<file path="src/rtl/ram_1p_arb_ctrl.sv">
// ram_1p_arb_ctrl: zero-fills a single-port RAM after reset, then shares it round-robin between ports A and B
module ram_1p_arb_ctrl #(
    parameter int Width = 32,
    parameter int Depth = 128,
    parameter bit InitZero = 1'b1,
    localparam int Aw = $clog2(Depth)
) (
    input  logic             clk_i,
    input  logic             rst_i,
    input  logic             a_req_i,
    output logic             a_gnt_o,
    input  logic             a_we_i,
    input  logic [Aw-1:0]    a_addr_i,
    input  logic [Width-1:0] a_wdata_i,
    input  logic [Width-1:0] a_wmask_i,
    output logic             a_rvalid_o,
    output logic [Width-1:0] a_rdata_o,
    input  logic             b_req_i,
    output logic             b_gnt_o,
    input  logic             b_we_i,
    input  logic [Aw-1:0]    b_addr_i,
    input  logic [Width-1:0] b_wdata_i,
    input  logic [Width-1:0] b_wmask_i,
    output logic             b_rvalid_o,
    output logic [Width-1:0] b_rdata_o,
    output logic             ram_req_o,
    output logic             ram_write_o,
    output logic [Aw-1:0]    ram_addr_o,
    output logic [Width-1:0] ram_wdata_o,
    output logic [Width-1:0] ram_wmask_o,
    input  logic [Width-1:0] ram_rdata_i,
    output logic             init_done_o
);
    typedef enum logic [1:0] {RST, INIT, RUN} state_e;

    state_e          state_q, state_d;
    logic [Aw-1:0]   cnt_q, cnt_d;
    logic            last_q, last_d;
    logic            a_rv_q, a_rv_d;
    logic            b_rv_q, b_rv_d;
    logic            rd_q, rd_d;
    logic            run, init;

    // State register
    always_ff @(posedge clk_i or posedge rst_i) begin
        if (rst_i) state_q <= RST;
        else       state_q <= state_d;
    end

    // Next state: one RST cycle, optional fill of Depth words, then RUN forever
    always_comb begin
        state_d = state_q;
        case (state_q)
            RST:     state_d = InitZero ? INIT : RUN;
            INIT:    state_d = (cnt_q == Aw'(Depth - 1)) ? RUN : INIT;
            default: state_d = RUN;
        endcase
    end

    // Outputs: grants (last_q = 1 means B was last served) and RAM port drive
    always_comb begin
        run         = state_q == RUN;
        init        = state_q == INIT;
        a_gnt_o     = run && a_req_i && (!b_req_i || last_q);
        b_gnt_o     = run && b_req_i && !a_gnt_o;
        ram_req_o   = init || a_gnt_o || b_gnt_o;
        ram_write_o = init || (a_gnt_o && a_we_i) || (b_gnt_o && b_we_i);
        ram_addr_o  = init ? cnt_q : a_gnt_o ? a_addr_i : b_gnt_o ? b_addr_i : '0;
        ram_wdata_o = a_gnt_o ? a_wdata_i : b_gnt_o ? b_wdata_i : '0;
        ram_wmask_o = init ? '1 : a_gnt_o ? a_wmask_i : b_gnt_o ? b_wmask_i : '0;
        init_done_o = run;
        a_rvalid_o  = a_rv_q;
        b_rvalid_o  = b_rv_q;
        a_rdata_o   = (a_rv_q && rd_q) ? ram_rdata_i : '0;
        b_rdata_o   = (b_rv_q && rd_q) ? ram_rdata_i : '0;
    end

    // Datapath next values: fill counter, arbitration history, response tags
    always_comb begin
        cnt_d  = init ? cnt_q + 1'b1 : '0;
        last_d = a_gnt_o ? 1'b0 : b_gnt_o ? 1'b1 : last_q;
        a_rv_d = a_gnt_o;
        b_rv_d = b_gnt_o;
        rd_d   = (a_gnt_o || b_gnt_o) && !ram_write_o;
    end

    // Datapath registers
    always_ff @(posedge clk_i or posedge rst_i) begin
        if (rst_i) begin
            cnt_q  <= '0;
            last_q <= 1'b1;
            a_rv_q <= 1'b0;
            b_rv_q <= 1'b0;
            rd_q   <= 1'b0;
        end else begin
            cnt_q  <= cnt_d;
            last_q <= last_d;
            a_rv_q <= a_rv_d;
            b_rv_q <= b_rv_d;
            rd_q   <= rd_d;
        end
    end
endmodule

</file>
<file path="config.mk">
export PLATFORM = sky130hd
export DESIGN_NAME = ram_1p_arb_ctrl
export DESIGN_NICKNAME = d
export VERILOG_FILES = /design/src/rtl/ram_1p_arb_ctrl.sv
export SDC_FILE = /design/constraint.sdc
export NUM_CORES = 1
export LEC_CHECK = 0
export CAP_MARGIN = 20
export CORE_AREA = 8 8 120 122
export DETAILED_ROUTE_END_ITERATION = 12
export DIE_AREA = 0 0 128 130
export PLACE_DENSITY_LB_ADDON = 0.15
export SETUP_SLACK_MARGIN = 0.05
export SLEW_MARGIN = 20
export SYNTH_ARGS = -nofsm -noshare
export SYNTH_HDL_FRONTEND = slang
export SYNTH_SLANG_ARGS = --single-unit
</file>
<file path="constraint.sdc">
create_clock -name clk_i -period 2.4 [get_ports clk_i]
set_input_delay 0.48 -clock clk_i [delete_from_list [all_inputs] [get_ports clk_i]]
set_output_delay 0.48 -clock clk_i [all_outputs]
set_load 0.01 [all_outputs]
</file>
==> metrics.cfg <==
[layout]
utilization_pct = 44.2
nNetsFinal = 744
final-instance-count-excl-fill = 735
multi_input_area_um2 = 1390
design_area_um2 = 5490
drive_above_1_share_pct = 21.4
area_growth_pct = 189
nFillCells = 1291
seqCellArea_um2 = 327

[worst_setup_path]
slowest_stage = dfstp_2
crit_chain = buf_6 -> a21bo_4 -> nor2_4 -> buf_12 -> buf_12 -> buf_12 -> buf_16 -> a22o_4 -> buf_6
cp-end-kind = primary output
critical_path.max_stage_delay_ns = 0.53
start_kind = register
crit_path_frequent_cell = buf_12
cp.required_ns = 1.92
crit_type = reg2out
worst-path-buf-inv = 6
crit_family = buffers and inverters
arrival_ns = 1.90
critical_path.max_fanout = 5

[floorplanning]
io_pins = 322
dieWidth_um = 128
die_height_um = 130
start_util_pct = 15.3
die_area_um2 = 16600
rows = 41
coreArea_um2 = 12400

[drt]
ant_nets = 0
post_drt_via_cell_ratio = 4.59
drc = 0
vias = 3373
wl_per_cell_um = 22.5
drt_iter0_drc = 192
wirelength_um = 16500
dr.pass1.iters = 4

[grt]
track_usage_pct = 18.2
gr-total-overflow = 0
grt_pass1_wl_um = 23100
use_met3_pct = 7.02
met1_usage_pct = 21.1
grt.busiest_layer = met2
grt_util_met2_pct = 32.0
grt_max_degree = 65
antenna_found_initial = 2
grt_pass1_vias = 3452

[synthesis]
yosysSeqAreaShare_pct = 17.2
synth-edff-count = 0
synthTopCellsByCount = 64 x and3_1, 39 x a221o_1, 32 x a22o_1, 17 x clkbuf_1, 12 x dfrtp_1
synth_top_flop_cell = dfrtp_1
async_flop_share_pct = 100
syn_area_um2 = 1900
synthesis.nets = 410
yosysTopAreaCellShare_pct = 21.1
synth_top_area_cell = and3_1
synthTopCellsByArea = and3_1 21%, a221o_1 21%, dfrtp_1 16%
synthCells = 229
yosys_warnings = 0
synth.most_common_cell = and3_1
synth-seq-cells = 13
synth_cell_type_count = 33
syn_area_per_cell_um2 = 8.28

[sta]
fin_crit_sh_pct = 99.3
worstMarginPinSlew_ns = 0.524
hold_viol = 0
rsz0062_at_grt = yes
finClkSkew_ns = 0.00547
maxSlewHeadroom_pct = 65.0
finalSetupViolCount = 0
slew_violations = 0
final.min_clock_period_ns = 2.38
clock.fmax_ghz = 0.420
holdWs_ns = 0.490

[clock_network]
postCtsHoldBufs = 0
htreeDepth = 1
clk_latency_ns = 0.24
cts_buffers = 3
clockBufferDepth = 2
clk_pin_slew_worst_paths_ns = 0.05
root_buffer = clkbuf_16
cts_tree = done
clock-sinks = 13

[placed_design]
dp.cells = 714
postPlaceCellArea_um2 = 5420
numPortBuffers = 321
hpwl_um = 13500
gp_congestion = 0.906

[power]
cellLeakagePower_nw = 2.53
irDropWorstVdd_mv = 0.190
power_mw = 0.863
power_density_nw_per_um2 = 157

[job]
maxCapViolCount = 0

[min_path]
hold_path.class = reg2reg

[run_status]
status = finished clean

final timing paths:
path	end	cells after the start	slack (ns)	startpoint
worst max-delay path	ram_wdata_o[25]	9	0.02	last_q$_DFFE_PP1P_
worst min-delay path	cnt_q[0]$_DFF_PP0_	1	0.49	cnt_q[0]$_DFF_PP0_
worst max register to register	cnt_q[6]$_DFF_PP0_	4	1.03	cnt_q[1]$_DFF_PP0_
worst min register to register	cnt_q[0]$_DFF_PP0_	1	0.49	cnt_q[0]$_DFF_PP0_
max in group asynchronous	last_q$_DFFE_PP1P_	2	1.45	rst_i
min in group asynchronous	cnt_q[3]$_DFF_PP0_	2	0.58	rst_i
worst reg2reg max path, delay by kind of cell (launching register included):
kind                       cells  cell delay, ns
and+or+nand+nor                2            0.54
DFF                            1            0.39
adders and majority gates      1            0.21
AOI/OAI and AO/OA              1            0.15
cell type report:
type / count / share of cell area [%]
Tap cell: 172 / 3.92
Clock buffer: 4 / 1.44
Sequential cell: 13 / 5.95
Inverter: 3 / 0.251
Multi-Input combinational cell: 180 / 25.4
Antenna cell: 1 / 0.0456
Timing Repair Buffer: 362 / 63.0
where the power goes:
group | internal, mW | leakage [nW] | switching (mW)
logic | 0.261 | 2.33 | 0.0631
registers | 0.220 | 0.163 | 0
clock network | 0.224 | 0.0382 | 0.0946
total | 0.705 | 2.53 | 0.158
placed cells by master, fill, tap and decap left out, types with 2 or more instances in the layout:
cell type,n
a21oi_1,5
a221o_1,39
a22o_1,31
a31oi_1,2
and2_1,4
and3_1,64
and4_1,4
buf_12,11
buf_16,3
buf_2,42
buf_4,24
buf_6,11
clkbuf_16,4
clkbuf_2,15
clkdlybuf4s50_1,245
dfrtp_1,12
dlygate4sd2_1,9
inv_1,2
nand2_1,2
nand2b_1,2
nand3_1,2
nor2_1,5
o21ai_0,3
or3_1,2
xnor2_1,2
stage by stage:
| step | TNS, ns | setup slack [ns] |
|---|---|---|
| global route | -0.0500 | -0.0202 |
| floorplan | 0 | 0.402 |
| detailed placement | -30.66 | -0.523 |
| CTS | -0.824 | -0.112 |
| finish | 0 | 0.0173 |
| global placement | -31.53 | -0.527 |
what timing repair did:
item                       CTS  global route
cloned                       5             1
setup endpoints to repair   75            49
pin swaps                    2            14
resized for setup          242            38
setup buffers                9             5
state kept, by name (all words and copies together), names as in the netlist:
signal      cells
cnt_q           7
b_rvalid_o      1
state_q         2
rd_q            1
a_rvalid_o      1
last_q          1
routing by layer:
metal / share of wire, % / vias up
li1: - / 1609
met1: 39 / 1571
met2: 50 / 181
met3: 10 / 10
met4: 0.70 / 2
met5: 0.079 / -
kinds of logic after synthesis:
| logic type | count (synthesis) | synth area share [%] |
|---|---|---|
| AOI/OAI and AO/OA | 84 | 39.6 |
| xor gates and xnor gates | 3 | 1.39 |
| adders and majority gates | 1 | 0.660 |
| buffers and inverters | 36 | 10.6 |
| DFF | 13 | 17.2 |
| and+or+nand+nor | 92 | 30.5 |
Note: power is estimated with default switching activity, not from simulation.
